===== src/rtl/fetch_sequencer.sv =====
// fetch_sequencer: instruction fetch/decode/sequence stage of the accumulator CPU.
// Owns the PC, latches the ROM word at the end of FETCH, decodes it in EXEC and
// stalls memory operations in MEM until the data memory signals ready.
// Optional feature: define CYCLE_COUNT_EN to add a saturating 32-bit cycle_count
// output that counts FETCH/EXEC/MEM cycles and clears on reset or accepted start.
module fetch_sequencer #(
  parameter int PC_W    = 10,
  parameter int INSTR_W = 9
) (
  input  logic               clk,
  input  logic               reset,
  input  logic               start,
  input  logic [INSTR_W-1:0] instr,
  input  logic               acc_zero,
  input  logic [PC_W-1:0]    target,
  input  logic               mem_ready,
  output logic [PC_W-1:0]    pc,
  output logic [4:0]         alu_opcode,
  output logic [3:0]         operand,
  output logic [3:0]         lut_idx,
  output logic               acc_we,
  output logic               mem_re,
  output logic               mem_we,
  output logic               done
`ifdef CYCLE_COUNT_EN
  ,
  output logic [31:0]        cycle_count
`endif
);

  typedef enum logic [2:0] {
    ST_IDLE  = 3'd0,
    ST_FETCH = 3'd1,
    ST_EXEC  = 3'd2,
    ST_MEM   = 3'd3,
    ST_HALT  = 3'd4
  } state_t;

  localparam logic [4:0] OP_LOADM  = 5'd17;
  localparam logic [4:0] OP_STOREM = 5'd19;
  localparam logic [4:0] OP_STOREV = 5'd20;
  localparam logic [4:0] OP_BEQ    = 5'd22;
  localparam logic [4:0] OP_RB     = 5'd23;
  localparam logic [4:0] OP_AB     = 5'd24;
  localparam logic [4:0] OP_DONE   = 5'd31;

  // Sign-extend a 4-bit branch offset to PC width; PC arithmetic then wraps naturally.
  function automatic logic [PC_W-1:0] sext_off(input logic [3:0] off);
    return {{(PC_W-4){off[3]}}, off};
  endfunction

  // Opcodes that write the accumulator in their single EXEC cycle.
  function automatic logic is_acc_op(input logic [4:0] op);
    return (op <= 5'd16) || (op == 5'd18) || (op == 5'd21);
  endfunction

  state_t             state_r;
  state_t             state_nxt_s;
  logic [PC_W-1:0]    pc_r;
  logic [PC_W-1:0]    pc_nxt_s;
  logic [INSTR_W-1:0] instr_r;
  logic [4:0]         op_s;
  logic [3:0]         opnd_s;
  logic               start_acc_s;

  assign op_s    = instr_r[INSTR_W-1 -: 5];
  assign opnd_s  = instr_r[3:0];
  assign pc      = pc_r;
  assign lut_idx = operand;

  // State, PC and latched instruction registers; the ROM word is captured as FETCH ends.
  always_ff @(posedge clk) begin
    if (reset) begin
      state_r <= ST_IDLE;
      pc_r    <= {PC_W{1'b0}};
      instr_r <= {INSTR_W{1'b0}};
    end else begin
      state_r <= state_nxt_s;
      pc_r    <= pc_nxt_s;
      if (state_r == ST_FETCH) begin
        instr_r <= instr;
      end
    end
  end

  // Next-state, next-PC and decoded control outputs.
  always_comb begin
    state_nxt_s = state_r;
    pc_nxt_s    = pc_r;
    start_acc_s = 1'b0;
    alu_opcode  = 5'd0;
    operand     = 4'd0;
    acc_we      = 1'b0;
    mem_re      = 1'b0;
    mem_we      = 1'b0;
    done        = 1'b0;
    case (state_r)
      ST_IDLE: begin
        if (start) begin
          state_nxt_s = ST_FETCH;
          pc_nxt_s    = {PC_W{1'b0}};
          start_acc_s = 1'b1;
        end else begin
          state_nxt_s = ST_IDLE;
        end
      end
      ST_FETCH: begin
        state_nxt_s = ST_EXEC;
      end
      ST_EXEC: begin
        alu_opcode = op_s;
        operand    = opnd_s;
        case (op_s)
          OP_LOADM: begin
            mem_re      = 1'b1;
            state_nxt_s = ST_MEM;
          end
          OP_STOREM, OP_STOREV: begin
            mem_we      = 1'b1;
            state_nxt_s = ST_MEM;
          end
          OP_BEQ: begin
            if (acc_zero) begin
              pc_nxt_s = pc_r + sext_off(opnd_s);
            end else begin
              pc_nxt_s = pc_r + PC_W'(1);
            end
            state_nxt_s = ST_FETCH;
          end
          OP_RB: begin
            pc_nxt_s    = pc_r + sext_off(opnd_s);
            state_nxt_s = ST_FETCH;
          end
          OP_AB: begin
            pc_nxt_s    = target;
            state_nxt_s = ST_FETCH;
          end
          OP_DONE: begin
            state_nxt_s = ST_HALT;
          end
          default: begin
            // ALU ops write the accumulator; 25-30 are no-ops that just advance.
            acc_we      = is_acc_op(op_s);
            pc_nxt_s    = pc_r + PC_W'(1);
            state_nxt_s = ST_FETCH;
          end
        endcase
      end
      ST_MEM: begin
        alu_opcode = op_s;
        operand    = opnd_s;
        mem_re     = (op_s == OP_LOADM);
        mem_we     = (op_s == OP_STOREM) || (op_s == OP_STOREV);
        if (mem_ready) begin
          acc_we      = (op_s == OP_LOADM);
          pc_nxt_s    = pc_r + PC_W'(1);
          state_nxt_s = ST_FETCH;
        end else begin
          state_nxt_s = ST_MEM;
        end
      end
      ST_HALT: begin
        done = 1'b1;
        if (start) begin
          state_nxt_s = ST_FETCH;
          pc_nxt_s    = {PC_W{1'b0}};
          start_acc_s = 1'b1;
        end else begin
          state_nxt_s = ST_HALT;
        end
      end
      default: begin
        state_nxt_s = ST_IDLE;
        pc_nxt_s    = {PC_W{1'b0}};
      end
    endcase
  end

`ifdef CYCLE_COUNT_EN
  logic [31:0] cycle_count_r;

  // Saturating count of active (FETCH/EXEC/MEM) cycles, cleared by reset or accepted start.
  always_ff @(posedge clk) begin
    if (reset) begin
      cycle_count_r <= 32'd0;
    end else if (start_acc_s) begin
      cycle_count_r <= 32'd0;
    end else if (((state_r == ST_FETCH) || (state_r == ST_EXEC) || (state_r == ST_MEM)) &&
                 (cycle_count_r != 32'hFFFF_FFFF)) begin
      cycle_count_r <= cycle_count_r + 32'd1;
    end
  end

  assign cycle_count = cycle_count_r;
`endif

endmodule


===== config.mk =====
export PLATFORM = sky130hd
export DESIGN_NAME = fetch_sequencer
export DESIGN_NICKNAME = d
export VERILOG_FILES = /design/src/rtl/fetch_sequencer.sv
export SDC_FILE = /design/constraint.sdc
export NUM_CORES = 1
export LEC_CHECK = 0
export ABC_AREA = 1
export BUFFER_PORTS_ARGS = -buffer_cell sky130_fd_sc_hd__buf_2
export CORE_UTILIZATION = 54
export CTS_BUF_LIST = sky130_fd_sc_hd__clkbuf_2 sky130_fd_sc_hd__clkbuf_4 sky130_fd_sc_hd__clkbuf_8
export CTS_CLUSTER_DIAMETER = 80
export DETAILED_ROUTE_END_ITERATION = 10
export GPL_ROUTABILITY_DRIVEN = 0
export PLACE_DENSITY_LB_ADDON = 0.12
export SYNTH_ARGS = -nofsm -noshare
export SYNTH_HDL_FRONTEND = slang
export SYNTH_SLANG_ARGS = --single-unit

===== constraint.sdc =====
create_clock -name clk -period 2.56 [get_ports clk]
set_input_delay 0.256 -clock clk [delete_from_list [all_inputs] [get_ports clk]]
set_output_delay 0.256 -clock clk [all_outputs]
set_load 0.02 [all_outputs]

==> metrics, run 1 <==
outcome finished, final reports clean; WP buf/inv 1; CP required 2.80 ns; Synth Warn # 0; Antenna Nets Post-Route 0; WL/cell 11.8 um; PD cells 425 nW/um^2; largest net degree at the start of global routing 21; GRT met3 Usage 0.0386; 1st-iter DRT viols 150; synthesized cell area 1960 sq um; Fmax 522 MHz; fin crit share 0.748; Synth cell types 34; I/O Buffers 50; Total Power 0.955 mW; detailed placer's ending HPWL approximately 4000 um; depth of the worst hold-timing path 2; TritonCTS Buffers 3; number of global-route vias before repair 2,105; P_leak 1.19 nW; antenna cells 0; gr busiest metal met2; Slew Limit Headroom 0.678; slowest stage cell, crit path fa_1; Mean Syn Cell Area 5.87 sq um; slew at the pin closest to its max-slew limit 0.483 ns; register area share after synthesis 0.225; Fillers 365; setup TNS 0 ns; post-CTS setup repair buffer count 0; slowest stage delay, CP 0.42 ns; area grow syn2layout 14.5%; Post-synth top cells nand2_1 (95), nor2_1 (54), inv_1 (38); VDD IR max 0.241 mV; CTS tree done; root buffer selected by CTS clkbuf_4; synthesized netlist net count 369; ranking of synthesized cells by area dfxtp_1 (22%), nand2_1 (18%), nor2_1 (10%); die width ~62 um; final instance area 2240 sq um; Cell Int Power 0.565 mW; met2 Use GR 0.501; clk_skew roughly 0.0095 ns; Post-DP Area 2220 sq um; sw frac 0.409; core area 3420 sq um; DP Cell Count 424; initial antenna violation count 0; Rows 21; RSZ-0062 raised after global routing false; element type at the critical path start flop; Finished Layout Cells approximately 430; top cell type's share of synthesized area 0.225; M1 GR Usage 0.340; Clk pin slew, worst setup/hold paths roughly 0.13 ns; Slew Limit Fails 0; reg-to-reg critical path startpoint pc[0]$_SDFFE_PP0P_; Vias/cell 5.11; clock sinks 22; Synth area leader dfxtp_1; Hold Startpoint reset; CP arrival 2.15 ns; switching power 0.390 mW; Comb pwr share 0.381; DRC errors left 0; Main synth FF type dfxtp_1; pre-CTS setup slack ~0.63 ns; CP top delay family adder cells; first-pass GRT wire length a little under 9000 um; Setup CP Type flop to flop; CTS max path bufs 2; cells on worst reg2reg path 10; Flop pwr share 0.445; Setup Viol. Count Final 0; Vias approximately 2,200; R2R Path End pc[4]$_SDFFE_PP0P_; Clk Latency, worst-skew pair 0.32 ns; Max Cap Viol 0; crit-path cells ha_1 -> fa_1 -> nand3_1 -> nand2_1 -> o21ai_0 -> o211ai_1 -> nand2_1 -> nand2_1 -> nand2_1 -> inv_1; CP max FO 8; GRT Total Usage 0.276; CP endpoint kind flop; EDFF count, synth 0; drt total wl 5030 um; final worst setup slack 0.644 ns; CTS H-tree lvls 1; R2R Setup Slk 0.64 ns; Post-synth ARST share 0; Hold WC Path Type input port to flop; Die Span Y 62.3 um; Congestion Overflow GR 0; layout cells sized above 1 0.189; Synth Instances 334; Hold EP state_r[2]$_SDFF_PP0_; Post-CTS Hold Buffers 0; Yosys reg bits 22; most frequent cell after synthesis nand2_1; Final Hold Vio Count 0; clock group share of total power 0.174; die outline area 3880 sq um; First-pass DRT Iterations 4; cell mode on critical path nand2_1; io pins 51; Starting Density 0.574; fin nets between 400 and 500; Tmin final 1.92 ns; CTS resizes 0
-- how the worst max path moves through the flow --
stage,from,endpoint,slack [ns],cells after the start
2_1_floorplan,pc[0]$_SDFFE_PP0P_,pc[4]$_SDFFE_PP0P_,0.79,10
3_3_place_gp,pc[0]$_SDFFE_PP0P_,pc[4]$_SDFFE_PP0P_,0.64,10
3_5_place_dp,pc[0]$_SDFFE_PP0P_,pc[4]$_SDFFE_PP0P_,0.63,10
4_1_cts,pc[0]$_SDFFE_PP0P_,pc[4]$_SDFFE_PP0P_,0.61,10
5_1_grt,pc[1]$_SDFFE_PP0P_,pc[6]$_SDFFE_PP0P_,0.47,10
6_report,pc[0]$_SDFFE_PP0P_,pc[4]$_SDFFE_PP0P_,0.64,10
-- registers in the layout, indices dropped and copies added (netlist names) --
| register | flops |
|---|---|
| pc | 10 |
| instr_r | 9 |
| state_r | 3 |
-- power by group through the flow --
stage | combinational [mW] | clock, mW | sequential, mW
after floorplan | 0.257 | 0 | 0.444
final | 0.363 | 0.166 | 0.425
after detailed placement | 0.362 | 0 | 0.432
after global placement | 0.357 | 0 | 0.430
after global routing | 0.417 | 0.182 | 0.431
after CTS | 0.363 | 0.166 | 0.424
-- layout make-up --
| cell class | count | area, sq um | area share |
|---|---|---|---|
| timing repair buffer | 52 | 265 | 0.118 |
| clock buffer | 3 | 22.5 | 0.0100 |
| multi-input combinational | 258 | 1290 | 0.573 |
| sequential | 22 | 440 | 0.196 |
| tap | 46 | 57.6 | 0.0256 |
| inverter | 46 | 173 | 0.0769 |
-- kinds of logic after synthesis --
family	count (synthesis)	share of synthesized area
buf+inv	54	0.119
simple gates	187	0.399
xor+xnor	5	0.0223
fa+ha+maj	11	0.0740
flops	22	0.225
compound gates	55	0.161
-- per-stage QoR --
step | utilization | hold WS, ns
after floorplan | - | 0.328
after CTS | 0.657 | 0.167
after detailed placement | 0.651 | 0.481
after global placement | 0.651 | 0.475
final | 0.657 | 0.163
after global routing | 0.657 | 0.159
-- layout by cell type, fill, tap and decap left out --
cell type and instances:
a21boi_0 1, a21oi_1 27, a21oi_2 4, a221oi_1 1, a31oi_2 1, buf_2 50, buf_4 2, clkbuf_4 3
clkinv_1 2, dfxtp_1 22, fa_1 1, ha_1 10, inv_1 38, inv_2 6, nand2_1 95, nand2_2 2
nand2_4 1, nand3_1 21, nand3b_1 3, nand4_1 6, nor2_1 54, nor2_2 1, nor2_4 1, nor3_1 2
o211ai_1 1, o21ai_0 15, o21ai_1 1, o21ai_2 1, o21bai_1 1, o22ai_1 2, or2_1 1, xnor2_1 3
xor2_1 2
-- per-layer routing --
| layer | vias to the layer above | wire [um] |
|---|---|---|
| li1 | 1160 | - |
| met1 | 940 | 2250 |
| met2 | 74 | 2410 |
| met3 | 8 | 299 |
| met4 | 0 | 68 |
| met5 | - | 0 |
Note: power is estimated with default switching activity, not from simulation.
==> run 2: changes to the inputs <==
CORE_UTILIZATION = 50   (was 54)
clock period = 1.7 ns   (was 2.56 ns; I/O delays follow)
==> run 2 against run 1 <==
  * The run now ends with setup timing left
  * First-iteration DRC count is 8.0% lower
  * Critical path depth stayed put
  * Flip-flop and latch count stayed put
  * Clock power grew to 3.1 times the previous value
  * Cell area up 17%
  * Utilization rose by 5.2 points
  * Count of clock-buffer cells in the layout did not move
  * Final cell count is 4.7% higher
  * Register-to-register slack got worse by 0.65 ns
  * Highest routed layer unchanged
  * Total power grew 95%
  * Routed wire length increased by 18%
  * Largest cell class unchanged
==> metrics, run 2 (synthesis results as in run 1) <==
element type at the critical path start flop (unchanged); first-pass GRT wire length 9000 um (was 8850 um); die width 64.6 um (was 62.3 um); Rows 22 (was 21); Starting Density 0.528 (was 0.574); DRC errors left 0 (unchanged); R2R Path End pc[9]$_SDFFE_PP0P_ (was pc[4]$_SDFFE_PP0P_); slew at the pin closest to its max-slew limit 0.501 ns (was 0.483 ns); Setup Viol. Count Final 1 (was 0); CP max FO 5 (was 8); Setup CP Type flop to flop (unchanged); Max Cap Viol 0 (unchanged); drt total wl 5960 um (was 5030 um); Slew Limit Fails 0 (unchanged); most frequent cells in the layout nand2_1 (90), buf_2 (49), nor2_1 (47), inv_1 (37), a21oi_1 (22) (was nand2_1 (95), nor2_1 (54), buf_2 (50), inv_1 (38), a21oi_1 (27)); fin nets 435 (was 418); CTS H-tree lvls 1 (unchanged); met3 routed WL 217 um (was 299 um); number of global-route vias before repair 2,048 (was 2,105); highest metal used met4 (unchanged); CP endpoint kind flop (unchanged); reg-to-reg critical path startpoint instr_r[3]$_SDFFE_PP0P_ (was pc[0]$_SDFFE_PP0P_); I/O Buffers 50 (unchanged); CTS tree done (unchanged); RSZ-0062 raised after global routing true (was false); TritonCTS Buffers 3 (unchanged); detailed placer's ending HPWL 4310 um (was 3980 um); post-route met1 wirelength 2500 um (was 2250 um); WL/cell 13.3 um (was 11.8 um); CP required 1.91 ns (was 2.80 ns); Vias 2,355 (was 2,182); layout cells sized above 1 0.331 (was 0.189); clk_skew 0.00150 ns (was 0.00954 ns); setup TNS -0.00486 ns (was 0 ns); outcome finished with violations (was finished, final reports clean); Final Hold Vio Count 0 (unchanged); largest net degree at the start of global routing 21 (unchanged); die outline area 4180 sq um (was 3880 sq um); First-pass DRT Iterations 4 (unchanged); CP arrival 1.92 ns (was 2.15 ns); fin crit share 1.00 (was 0.748); 1st-iter DRT viols 138 (was 150); Post-DP Area 2350 sq um (was 2220 sq um); Antenna Nets Post-Route 0 (unchanged); CTS max path bufs 2 (unchanged); final worst setup slack -0.00486 ns (was 0.644 ns); final instance area 2630 sq um (was 2240 sq um); cells on worst reg2reg path 10 (unchanged); Total Power 1.86 mW (was 0.955 mW); Hold EP state_r[0]$_SDFF_PP0_ (was state_r[2]$_SDFF_PP0_); number of flip-flops in the largest register 10 (unchanged); Die Span Y 64.6 um (was 62.3 um); Slew Limit Headroom 0.665 (was 0.678); Tmin final 1.70 ns (was 1.92 ns); pre-CTS setup slack -0.108 ns (was 0.634 ns); GRT Total Usage 0.274 (was 0.276); Fmax 587 MHz (was 522 MHz); VDD IR max 0.404 mV (was 0.241 mV); final hold slack 0.151 ns (was 0.163 ns); Congestion Overflow GR 0 (unchanged); core area 3720 sq um (was 3420 sq um); Hold WC Path Type input port to flop (unchanged); Clk Latency, worst-skew pair 0.27 ns (was 0.32 ns); P_leak 1.28 nW (was 1.19 nW); io pins 51 (unchanged); failing checks setup timing; clock sinks 22 (unchanged); antenna cells 0 (unchanged); Vias/cell 5.27 (was 5.11); Clk pin slew, worst setup/hold paths 0.09 ns (was 0.13 ns); root buffer selected by CTS clkbuf_8 (was clkbuf_4); commonest non-fill, non-tap cell in the layout nand2_1 (unchanged); initial antenna violation count 0 (unchanged); area grow syn2layout 34.3% (was 14.5%); PD cells 708 nW/um^2 (was 425 nW/um^2); Hold Startpoint reset (unchanged); Fillers 367 (was 365); routed wl met2 3090 um (was 2410 um); R2R Setup Slk -0.005 ns (was 0.64 ns); depth of the worst hold-timing path 2 (unchanged)
## run 2: cell types whose count changed in the layout (fill, tap and decap cells not counted), moves of 4 or more
cell,delta
dfxtp_1,-7
a21oi_2,+5
ha_1,-9
nand2_1,-5
dfxtp_2,+6
nor2_2,+7
buf_4,+17
ha_4,+7
nor2_1,-7
nand3_1,-4
a21oi_1,-5
## run 2: critical path: stages, from the launching register on
cell and delay [ns]:
dfxtp_4 0.39, buf_6 0.15, ha_4 0.29, nand2_2 0.06, nor2_2 0.13, nand3_1 0.11
nand4_1 0.11, nand3_1 0.10, nand2_1 0.10, nand2_1 0.09, a21oi_2 0.12
## run 2: worst max-delay path by stage
stage | startpoint | endpoint | cells after the start
after floorplan | pc[0]$_SDFFE_PP0P_ | pc[4]$_SDFFE_PP0P_ | 10
after global placement | pc[0]$_SDFFE_PP0P_ | pc[4]$_SDFFE_PP0P_ | 10
after detailed placement | pc[0]$_SDFFE_PP0P_ | pc[4]$_SDFFE_PP0P_ | 10
after CTS | instr_r[3]$_SDFFE_PP0P_ | pc[9]$_SDFFE_PP0P_ | 11
after global routing | instr_r[3]$_SDFFE_PP0P_ | pc[9]$_SDFFE_PP0P_ | 10
final | instr_r[3]$_SDFFE_PP0P_ | pc[9]$_SDFFE_PP0P_ | 10
## run 2: final cells by class
type                    instances  area (sq um)  share of cell area
multi-input cells             258          1470               0.559
clock inverters                 1          30.0              0.0114
clock buffers                   3          41.3              0.0157
well taps                      48          60.1              0.0228
flip-flops and latches         22           452               0.171
inverters                      46           180              0.0684
repair buffers                 69           399               0.152
## run 2: power by group
part / internal [mW] / leakage (nW) / switching [mW] / total (mW)
combinational: 0.291 / 1.07 / 0.424 / 0.714
clock: 0.315 / 0.0357 / 0.192 / 0.507
sequential: 0.572 / 0.184 / 0.0709 / 0.643
## run 2: what timing repair did
item / in CTS / in global routing
hold buffers: 0 / 0
pin swaps: 0 / 10
endpoints found under the setup margin: 5 / 25
cloned: 0 / 0
setup buffers: 0 / 0
resized for setup: 9 / 42
## run 2: stage by stage
| stage | std cells | utilization |
|---|---|---|
| after floorplan | 334 | - |
| after global placement | 443 | 0.634 |
| after detailed placement | 443 | 0.634 |
| after CTS | 447 | 0.659 |
| after global routing | 447 | 0.709 |
| final | 447 | 0.709 |
## run 2: layer usage
metal  vias to the layer above  GRT usage
met4                         0     0.0861
met2                        63      0.505
met1                      1084      0.317
met5                         -          0
met3                        13     0.0458
li1                       1195          -
